`src/rtl/cv32e40x_pkg.sv`:
```
// Shared types for the instruction-side memory responder: the core's fetch
// response view and the per-transaction entry held while a response is delayed.
package cv32e40x_pkg;

    typedef enum logic [1:0] {
        MPU_OK       = 2'b00,
        MPU_RE_FAULT = 2'b01,
        MPU_WR_FAULT = 2'b10
    } mpu_status_e;

    typedef struct packed {
        logic [31:0] rdata;
        logic        err;
    } obi_inst_resp_t;

    typedef struct packed {
        obi_inst_resp_t bus_resp;
        mpu_status_e    mpu_status;
    } inst_resp_t;

    localparam int TIMER_W = 4;

    typedef struct packed {
        logic [31:0]        rdata;
        logic               err;
        logic [TIMER_W-1:0] timer;
    } instr_resp_entry_t;

endpackage

```
`src/rtl/cv32e40x_resp_fifo.sv`:
```
// In-order response FIFO whose entries each carry a countdown timer that
// ages every cycle; the head is always slot 0 and pops shift the queue down.
module cv32e40x_resp_fifo
    import cv32e40x_pkg::*;
#(
    parameter int  DEPTH   = 2,
    parameter type entry_t = instr_resp_entry_t
) (
    input  logic   clk,
    input  logic   rst,
    input  logic   push,
    input  entry_t push_entry,
    input  logic   pop,
    output entry_t head,
    output logic   not_empty
);

    localparam int CW = $clog2(DEPTH + 1);

    entry_t        slots      [DEPTH];
    entry_t        slots_next [DEPTH];
    entry_t        aged       [DEPTH];
    logic [CW-1:0] count;
    int            wr_idx;

    always_comb begin
        wr_idx = int'(count) - (pop ? 1 : 0);
        for (int i = 0; i < DEPTH; i++) begin
            aged[i] = slots[i];
            if (slots[i].timer != '0) begin
                aged[i].timer = slots[i].timer - TIMER_W'(1);
            end
        end
        for (int i = 0; i < DEPTH - 1; i++) begin
            slots_next[i] = pop ? aged[i+1] : aged[i];
        end
        slots_next[DEPTH-1] = aged[DEPTH-1];
        // A freshly pushed entry starts at its full delay; it ages from the next cycle.
        for (int i = 0; i < DEPTH; i++) begin
            if (push && (i == wr_idx)) begin
                slots_next[i] = push_entry;
            end
        end
    end

    always_ff @(posedge clk) begin
        if (rst) begin
            count <= '0;
            for (int i = 0; i < DEPTH; i++) begin
                slots[i] <= '0;
            end
        end else begin
            count <= count + CW'(push) - CW'(pop);
            for (int i = 0; i < DEPTH; i++) begin
                slots[i] <= slots_next[i];
            end
        end
    end

    assign head      = slots[0];
    assign not_empty = (count != '0);

endmodule

```
`src/rtl/cv32e40x_instr_mem_responder.sv`:
```
// Instruction fetch responder in front of an external synchronous SRAM, with
// per-request response delay and a bounded number of outstanding fetches.
module cv32e40x_instr_mem_responder
    import cv32e40x_pkg::*;
#(
    parameter  int MEM_WORDS   = 1024,
    parameter  int MAX_OUTSTND = 2,
    localparam int AW          = $clog2(MEM_WORDS)
) (
    input  logic          clk,
    input  logic          rst,
    input  logic          trans_valid_i,
    output logic          trans_ready_o,
    input  logic [31:0]   trans_addr_i,
    input  logic [3:0]    delay_i,
    output logic          resp_valid_o,
    output inst_resp_t    resp_o,
    output logic          mem_req_o,
    output logic [AW-1:0] mem_addr_o,
    input  logic [31:0]   mem_rdata_i,
    output logic [2:0]    outstnd_cnt_o
);

    logic               init_done;
    logic [2:0]         cnt;
    logic               pend_valid;
    logic               pend_in_range;
    logic [TIMER_W-1:0] pend_delay;
    logic               accept;
    logic               in_range;
    logic               fifo_not_empty;
    logic               resp_valid;
    instr_resp_entry_t  head;
    instr_resp_entry_t  push_entry;
    logic               unused_addr_lsb;

    // Byte-lane bits are irrelevant for word fetches.
    assign unused_addr_lsb = ^trans_addr_i[1:0];

    assign resp_valid    = fifo_not_empty && (head.timer == '0);
    // A response in this cycle frees a slot, so a full responder may still accept.
    assign trans_ready_o = init_done && ((cnt < 3'(MAX_OUTSTND)) || resp_valid);
    assign accept        = trans_valid_i && trans_ready_o;
    assign in_range      = ((trans_addr_i >> (AW + 2)) == 32'd0);
    assign mem_req_o     = accept && in_range;
    assign mem_addr_o    = trans_addr_i[AW+1:2];

    always_ff @(posedge clk) begin
        if (rst) begin
            init_done     <= 1'b0;
            cnt           <= '0;
            pend_valid    <= 1'b0;
            pend_in_range <= 1'b0;
            pend_delay    <= '0;
        end else begin
            init_done     <= 1'b1;
            cnt           <= cnt + 3'(accept) - 3'(resp_valid);
            pend_valid    <= accept;
            pend_in_range <= in_range;
            pend_delay    <= delay_i;
        end
    end

    // SRAM data arrives while the request sits in the pending stage.
    always_comb begin
        push_entry       = '0;
        push_entry.rdata = pend_in_range ? mem_rdata_i : 32'd0;
        push_entry.err   = !pend_in_range;
        push_entry.timer = pend_delay;
    end

    cv32e40x_resp_fifo #(
        .DEPTH   (MAX_OUTSTND),
        .entry_t (instr_resp_entry_t)
    ) u_resp_fifo (
        .clk        (clk),
        .rst        (rst),
        .push       (pend_valid),
        .push_entry (push_entry),
        .pop        (resp_valid),
        .head       (head),
        .not_empty  (fifo_not_empty)
    );

    always_comb begin
        resp_o                = '0;
        resp_o.bus_resp.rdata = head.rdata;
        resp_o.bus_resp.err   = head.err;
        resp_o.mpu_status     = MPU_OK;
    end

    assign resp_valid_o  = resp_valid;
    assign outstnd_cnt_o = cnt;

endmodule
```
`config.mk`:
```
export PLATFORM = sky130hd
export DESIGN_NAME = cv32e40x_instr_mem_responder
export DESIGN_NICKNAME = d
export VERILOG_FILES = /design/src/rtl/cv32e40x_pkg.sv /design/src/rtl/cv32e40x_resp_fifo.sv /design/src/rtl/cv32e40x_instr_mem_responder.sv
export SDC_FILE = /design/constraint.sdc
export NUM_CORES = 1
export LEC_CHECK = 0
export CORE_MARGIN = 8
export CORE_UTILIZATION = 40
export DETAILED_ROUTE_END_ITERATION = 10
export GPL_TIMING_DRIVEN = 0
export MAX_ROUTING_LAYER = met4
export PLACE_DENSITY = 0.71
export SLEW_MARGIN = 20
export SYNTH_ARGS = -nofsm -noshare
export SYNTH_HDL_FRONTEND = slang
export SYNTH_HIERARCHICAL = 1
export SYNTH_SLANG_ARGS = --single-unit
```
`constraint.sdc`:
```
create_clock -name clk -period 2.6 [get_ports clk]
set_clock_uncertainty 0.2 [all_clocks]
set_input_delay 0.52 -clock clk [delete_from_list [all_inputs] [get_ports clk]]
set_output_delay 0.52 -clock clk [all_outputs]
set_load 0.01 [all_outputs]
```
==> results.py, run 1 <==
metrics = {
    "sta": {
        "slew-limit-headroom_pct": 60.6,
        "setup_viol": 0,
        "timing.final.crit_share_pct": 98.1,
        "finalSetupTns_ns": 0,
        "worst_pin_slew_ns": 0.591,
        "grt_setup_unrepaired": "false",
        "fmax_mhz": 392,
        "hold_ws_ns": 0.262,
        "layout_setup_ws_ns": 0.0490,
        "drv_slew": 0,
        "finalHoldViolations": 0,
        "min_period_ns": 2.55,
    },
    "synth": {
        "yosys_most_used_dff": "dfxtp_1",
        "ys_async_sr_fraction_pct": 0,
        "ys_seq_elements": 86,
        "yosysSeqAreaShare_pct": 39.5,
        "synth.most_common_cell": "dfxtp_1",
        "ys.warnings.count": 6,
        "synth_cells": 498,
        "synth_area_per_cell_um2": 8.76,
        "yosys-top-cells-area": "dfxtp_1 (39%), buf_4 (9.1%), mux2i_1 (9.0%)",
        "synth_common_cells": "dfxtp_1 (86), nand2_1 (74), buf_4 (53), nor2_1 (43), mux2i_1 (39)",
        "synth_top_cell_by_area": "dfxtp_1",
        "ys_types": 41,
        "netlist_area_um2": 4360,
        "synth_edf_count": 0,
        "synth_top_cell_area_share_pct": 39.5,
    },
    "routing": {
        "vias": 3621,
        "ant_nets": 0,
        "wl_met3_um": 473,
        "vias_per_cell": 4.75,
        "drt_wl_total_mm": 10.9,
        "firstDrtPassIters": 4,
        "drc_errors": 0,
        "wl_per_cell_um": 14.3,
        "wl_met1_mm": 4.88,
        "maxUsedRoutingLayer": "met4",
        "met2_length_mm": 5.40,
        "drt_iter0_markers": 178,
    },
    "worst_setup_path": {
        "cp-start-kind": "register",
        "arrival_ns": 1.83,
        "crit_type": "register to output port",
        "required_ns": 1.88,
        "cp-end-kind": "output port",
        "reg2reg_slack_ns": 0.13,
        "crit_fanout": 4,
        "reg2reg_from": "u_resp_fifo/slots[0][1]",
        "r2r-end": "outstnd_cnt_o[2]",
        "rr_worst_depth": 10,
    },
    "placement": {
        "hpwl_mm": 8.29,
        "port_buffers": 106,
        "gp_congestion": 0.805,
        "place_ws_ns": -0.313,
        "place_inst": 745,
    },
    "worst_hold_path": {
        "worstHoldPathCells": 2,
        "holdPathEnd": "u_resp_fifo/slots[0][56]",
        "min_from": "u_resp_fifo/slots[0][56]",
        "hold_path_class": "register to register",
    },
    "cells_and_area": {
        "antenna_cells": 0,
        "synthToLayoutAreaGrowth_pct": 34.1,
        "nNetsFinal": 698,
        "drive_above_1_share_pct": 18.3,
        "nFillCells": 997,
        "instances_no_fill": 762,
    },
    "grt": {
        "grt_overflow_total": 0,
        "grt_pass1_wl_mm": 17.8,
        "antenna_found_initial": 0,
        "grt_pass1_vias": 3697,
        "grtUsageTotal_pct": 15.4,
        "grt_max_degree": 15,
    },
    "run": {
        "max_cap_violations": 0,
    },
    "clock_tree": {
        "cts.clk_slew.worst_paths_ns": 0.08,
        "cts_buffer_depth": 2,
        "cts_root_buffer": "clkbuf_8",
        "htreeDepth": 3,
        "cts-buffers-inserted": 9,
        "clock-sinks": 86,
        "cts_tree": "done",
        "clk_latency_ns": 0.35,
    },
    "floorplanning": {
        "core_area_um2": 10700,
        "die_y_um": 120,
        "row_count": 38,
        "pin_count": 122,
        "die_area_um2": 14500,
        "start_util_pct": 40.6,
        "die_x_um": 120,
    },
    "pwr": {
        "p_int_uw": 3100,
        "peakVddDrop_mv": 0.375,
        "p_per_area_nw_per_um2": 786,
        "static-leakage-power_uw": 0.00223,
        "power_switching_uw": 1490,
        "clockPowerShare_pct": 22.1,
        "switching_share_pct": 32.5,
        "seq_power_share_pct": 35.5,
        "combPwrFrac_pct": 42.4,
        "power_uw": 4600,
    },
    "outcome": {
        "status": "completed",
    },
}
## power groups by stage
stage               Clock [uW]  Combinational, uW  Sequential [uW]
floorplan                    0               1310             1630
global placement             0               1870             1650
detailed placement           0               1910             1660
CTS                       1040               1940             1630
global route              1090               2140             1660
finish                    1010               1950             1630
## logic make-up after synthesis
kind of cell	share of synthesized area, %
simple gates	20.9
buf+inv	14.6
flops	39.5
compound gates	12.1
mux	8.95
fa+ha+maj	3.04
xor+xnor	0.803
other cells	0.0860
## worst max-delay path by stage
| stage | cells after the start | from | endpoint |
|---|---|---|---|
| 2_1_floorplan | 10 | u_resp_fifo/slots[0][3] | outstnd_cnt_o[2] |
| 3_3_place_gp | 5 | trans_addr_i[26] | mem_req_o |
| 3_5_place_dp | 5 | trans_addr_i[26] | mem_req_o |
| 4_1_cts | 4 | u_resp_fifo/slots[0][0] | resp_valid_o |
| 5_1_grt | 4 | u_resp_fifo/slots[0][1] | resp_valid_o |
| 6_report | 4 | u_resp_fifo/slots[0][1] | resp_valid_o |
## layout by cell type, fill, tap and decap left out, drive strengths merged
cell type and count:
bufinv 2, nor3b 2, nand2 74, clkdlybuf4s50 105
nor3 4, nand3 4, a311o 1, a21oi 36
nor4 7, a31oi 1, nand2b 2, nand3b 1
and3 3, clkinv 1, mux2i 39, nor2b 9
conb 2, nor2 44, clkbuf 25, nor4b 1
inv 14, or2 1, and2 32, o21ai 1
xor2 2, buf 70, clkinvlp 2, fa 1
a211oi 36, o211ai 1, or2b 1, a311oi 1
dfxtp 86, ha 9, xnor2 2
## per-stage QoR
step | instance area, um^2 | util (%)
4_1_cts | 5830 | 54.2
3_5_place_dp | 5600 | 52.1
2_1_floorplan | 4370 | -
3_3_place_gp | 5600 | 52.1
6_report | 5850 | 54.4
5_1_grt | 5850 | 54.4
## area by class of cell
cell class                      count  area, um^2  share of cell area (%)
Buffer                             82         583                    9.97
Inverter                           14        52.6                   0.898
Tap cell                          140         175                    2.99
Clock buffer                       11         131                    2.25
Clock inverter                      5        83.8                    1.43
Sequential cell                    86        1730                    29.5
Timing Repair Buffer              107        1060                    18.2
Multi-Input combinational cell    317        2030                    34.8
## flip-flops by register name, indices dropped and copies added, names as in the netlist
name and count:
pend_valid 1, u_resp_fifo/slots 74, pend_in_range 1, u_resp_fifo/count 2
outstnd_cnt_o 3, pend_delay 4, init_done 1
## per-layer routing
metal / GRT usage [%] / up-vias
li1: - / 1850
met1: 17.5 / 1674
met2: 26.1 / 83
met3: 3.22 / 14
met4: 5.62 / 0
met5: - / -
## critical path: stages, from the launching register on
cell and delay [ns]:
dfxtp_1 0.34, buf_4 0.14, nor2_2 0.16, and3_2 0.27
clkdlybuf4s50_1 0.58
## repair_timing
action	4_1_cts	5_1_grt
resized for setup	6	8
cloned	0	0
pin swaps	0	2
setup buffers	0	1
hold buffers	0	0
setup endpoints to repair	3	5
Power figures use the tool's default switching activity.
==> run 2, diff against run 1 <==
--- a/config.mk
+++ b/config.mk
@@ -7,6 +7,7 @@
 export LEC_CHECK = 0
 export CORE_MARGIN = 8
 export CORE_UTILIZATION = 40
+export CTS_CLUSTER_DIAMETER = 200
 export DETAILED_ROUTE_END_ITERATION = 10
 export GPL_TIMING_DRIVEN = 0
 export MAX_ROUTING_LAYER = met4
==> results of run 2 <==
Final layout, timing and power as in run 1 (identical DEF).
==> run 3, diff against run 2 <==
--- a/config.mk
+++ b/config.mk
@@ -6,12 +6,12 @@
 export NUM_CORES = 1
 export LEC_CHECK = 0
 export CORE_MARGIN = 8
-export CORE_UTILIZATION = 40
+export CORE_UTILIZATION = 45
 export CTS_CLUSTER_DIAMETER = 200
 export DETAILED_ROUTE_END_ITERATION = 10
 export GPL_TIMING_DRIVEN = 0
 export MAX_ROUTING_LAYER = met4
-export PLACE_DENSITY = 0.71
+export PLACE_DENSITY = 0.78
 export SLEW_MARGIN = 20
 export SYNTH_ARGS = -nofsm -noshare
 export SYNTH_HDL_FRONTEND = slang
==> results.py, run 3 (synthesized netlist as in run 1, its figures left out) <==
metrics = {
    "worst_setup_path": {
        "crit_path_cell_trace": "clkdlybuf4s50_1 -> nor4_1 -> nand2_1 -> nor4_2 -> buf_2",
        "reg2reg_slack_ns": 0.14,
        "cp-start-kind": "input pin",
        "required_ns": 1.88,
        "crit_type": "input pin to output port",
        "rr_worst_depth": 10,
        "crit_fanout": 2,
        "reg2reg_from": "u_resp_fifo/slots[0][3]",
        "cpPeakStageDelay_ns": 0.41,
        "path_buf_inv": 2,
        "slowest_stage": "clkdlybuf4s50_1",
        "arrival_ns": 1.84,
        "crit_family": "simple AND/OR/NAND/NOR gates",
        "cp-end-kind": "output port",
        "r2r-end": "outstnd_cnt_o[2]",
    },
    "pwr": {
        "static-leakage-power_uw": 0.00225,
        "peakVddDrop_mv": 0.402,
        "p_per_area_nw_per_um2": 791,
    },
    "sta": {
        "worst_pin_slew_ns": 0.587,
        "finalHoldViolations": 0,
        "setup_viol": 0,
        "fmax_mhz": 390,
        "min_period_ns": 2.56,
        "timing.final.crit_share_pct": 98.6,
        "drv_slew": 0,
        "hold_ws_ns": 0.258,
        "slew-limit-headroom_pct": 60.8,
    },
    "floorplanning": {
        "core_area_um2": 9590,
        "die_area_um2": 13100,
        "pin_count": 122,
        "die_x_um": 114,
        "start_util_pct": 45.5,
        "row_count": 36,
        "die_y_um": 114,
    },
    "cells_and_area": {
        "antenna_cells": 0,
        "layout_common_cells": "clkdlybuf4s50_1 (104), dfxtp_1 (85), nand2_1 (74), buf_4 (54), nor2_1 (41)",
        "largest_reg_flops": 74,
        "synthToLayoutAreaGrowth_pct": 33.8,
        "instances_no_fill": 754,
        "layout.area.seq_um2": 1720,
        "drive_above_1_share_pct": 18.0,
        "nNetsFinal": 698,
        "nFillCells": 845,
        "multi_input_area_um2": 2020,
        "layout_commonest_cell": "clkdlybuf4s50_1",
        "largest-register": "u_resp_fifo/slots",
    },
    "routing": {
        "wl_per_cell_um": 14.7,
        "ant_nets": 0,
        "drt_wl_total_mm": 11.1,
        "drt_iter0_markers": 158,
        "vias_per_cell": 4.87,
        "vias": 3674,
        "drc_errors": 0,
        "firstDrtPassIters": 4,
    },
    "placement": {
        "hpwl_mm": 8.21,
        "gp_congestion": 0.776,
        "place_inst": 738,
        "port_buffers": 106,
    },
    "clock_tree": {
        "cts_buffer_depth": 2,
        "clk_latency_ns": 0.34,
        "clock-sinks": 86,
        "cts_tree": "done",
        "cts.clk_slew.worst_paths_ns": 0.08,
        "cts_root_buffer": "clkbuf_8",
        "htreeDepth": 3,
        "cts-buffers-inserted": 9,
    },
    "grt": {
        "grt_pass1_vias": 3831,
        "grt_overflow_total": 0,
        "antenna_found_initial": 0,
        "grtUsageTotal_pct": 17.2,
        "grt_pass1_wl_mm": 17.7,
        "grt_max_degree": 14,
    },
    "worst_hold_path": {
        "worstHoldPathCells": 2,
        "hold_path_class": "register to register",
        "min_from": "u_resp_fifo/slots[0][63]",
        "holdPathEnd": "u_resp_fifo/slots[0][63]",
    },
    "outcome": {
        "status": "completed",
    },
    "run": {
        "max_cap_violations": 0,
    },
}
-- run 3: cell type report --
| type | instances | area share, % |
|---|---|---|
| plain buffers | 82 | 9.99 |
| repair buffers | 107 | 18.3 |
| clock buffers | 12 | 2.66 |
| multi-input cells | 317 | 34.6 |
| well taps | 133 | 2.85 |
| clock inverters | 3 | 1.16 |
| inverters | 14 | 0.901 |
| flip-flops and latches | 86 | 29.5 |
-- run 3: per-stage QoR --
stage               util, %  setup TNS (ns)  power [uW]  cell area (um^2)  setup WS [ns]
global route           60.8         -0.0232        4920              5830        -0.0232
global placement       58.3          -0.580        3500              5590         -0.317
detailed placement     58.3          -0.653        3560              5590         -0.341
finish                 60.8               0        4620              5830         0.0366
CTS                    60.6               0        4620              5820         0.0174
floorplan                 -               0        2940              4370          0.227
-- run 3: worst reg2reg max path, stage by stage, from the launching register on --
cell and delay [ns]:
dfxtp_2 0.36, buf_4 0.14, nor2_2 0.13, a31oi_2 0.13, or2_2 0.32, ha_1 0.28, inv_1 0.04, ha_1 0.18
fa_1 0.38, xor2_1 0.15, nor2_1 0.05
-- run 3: power breakdown --
group          internal [uW]  switching, uW
sequential              1510            125
clock                    590            448
combinational           1050            894
total                   3150           1470
-- run 3: repair_timing --
item	CTS	global route
endpoints found under the setup margin	3	8
endpoints found under the hold margin	0	0
setup buffers	0	1
pin swaps	1	2
hold buffers	0	0
resized for setup	7	4
-- run 3: worst max-delay path by stage --
stage | slack, ns | endpoint | cells past startpoint | startpoint
floorplan | 0.23 | outstnd_cnt_o[2] | 10 | u_resp_fifo/slots[0][3]
global placement | -0.32 | mem_req_o | 5 | trans_addr_i[22]
detailed placement | -0.34 | mem_req_o | 5 | trans_addr_i[22]
CTS | 0.02 | resp_valid_o | 4 | u_resp_fifo/slots[0][3]
global route | -0.02 | mem_req_o | 5 | trans_addr_i[14]
finish | 0.04 | mem_req_o | 5 | trans_addr_i[14]
-- run 3: metal layers --
layer | GRT usage, % | routed length [um]
met5 | - | 0
met4 | 7.10 | 176
met3 | 3.59 | 583
met2 | 29.6 | 5720
met1 | 18.9 | 4600
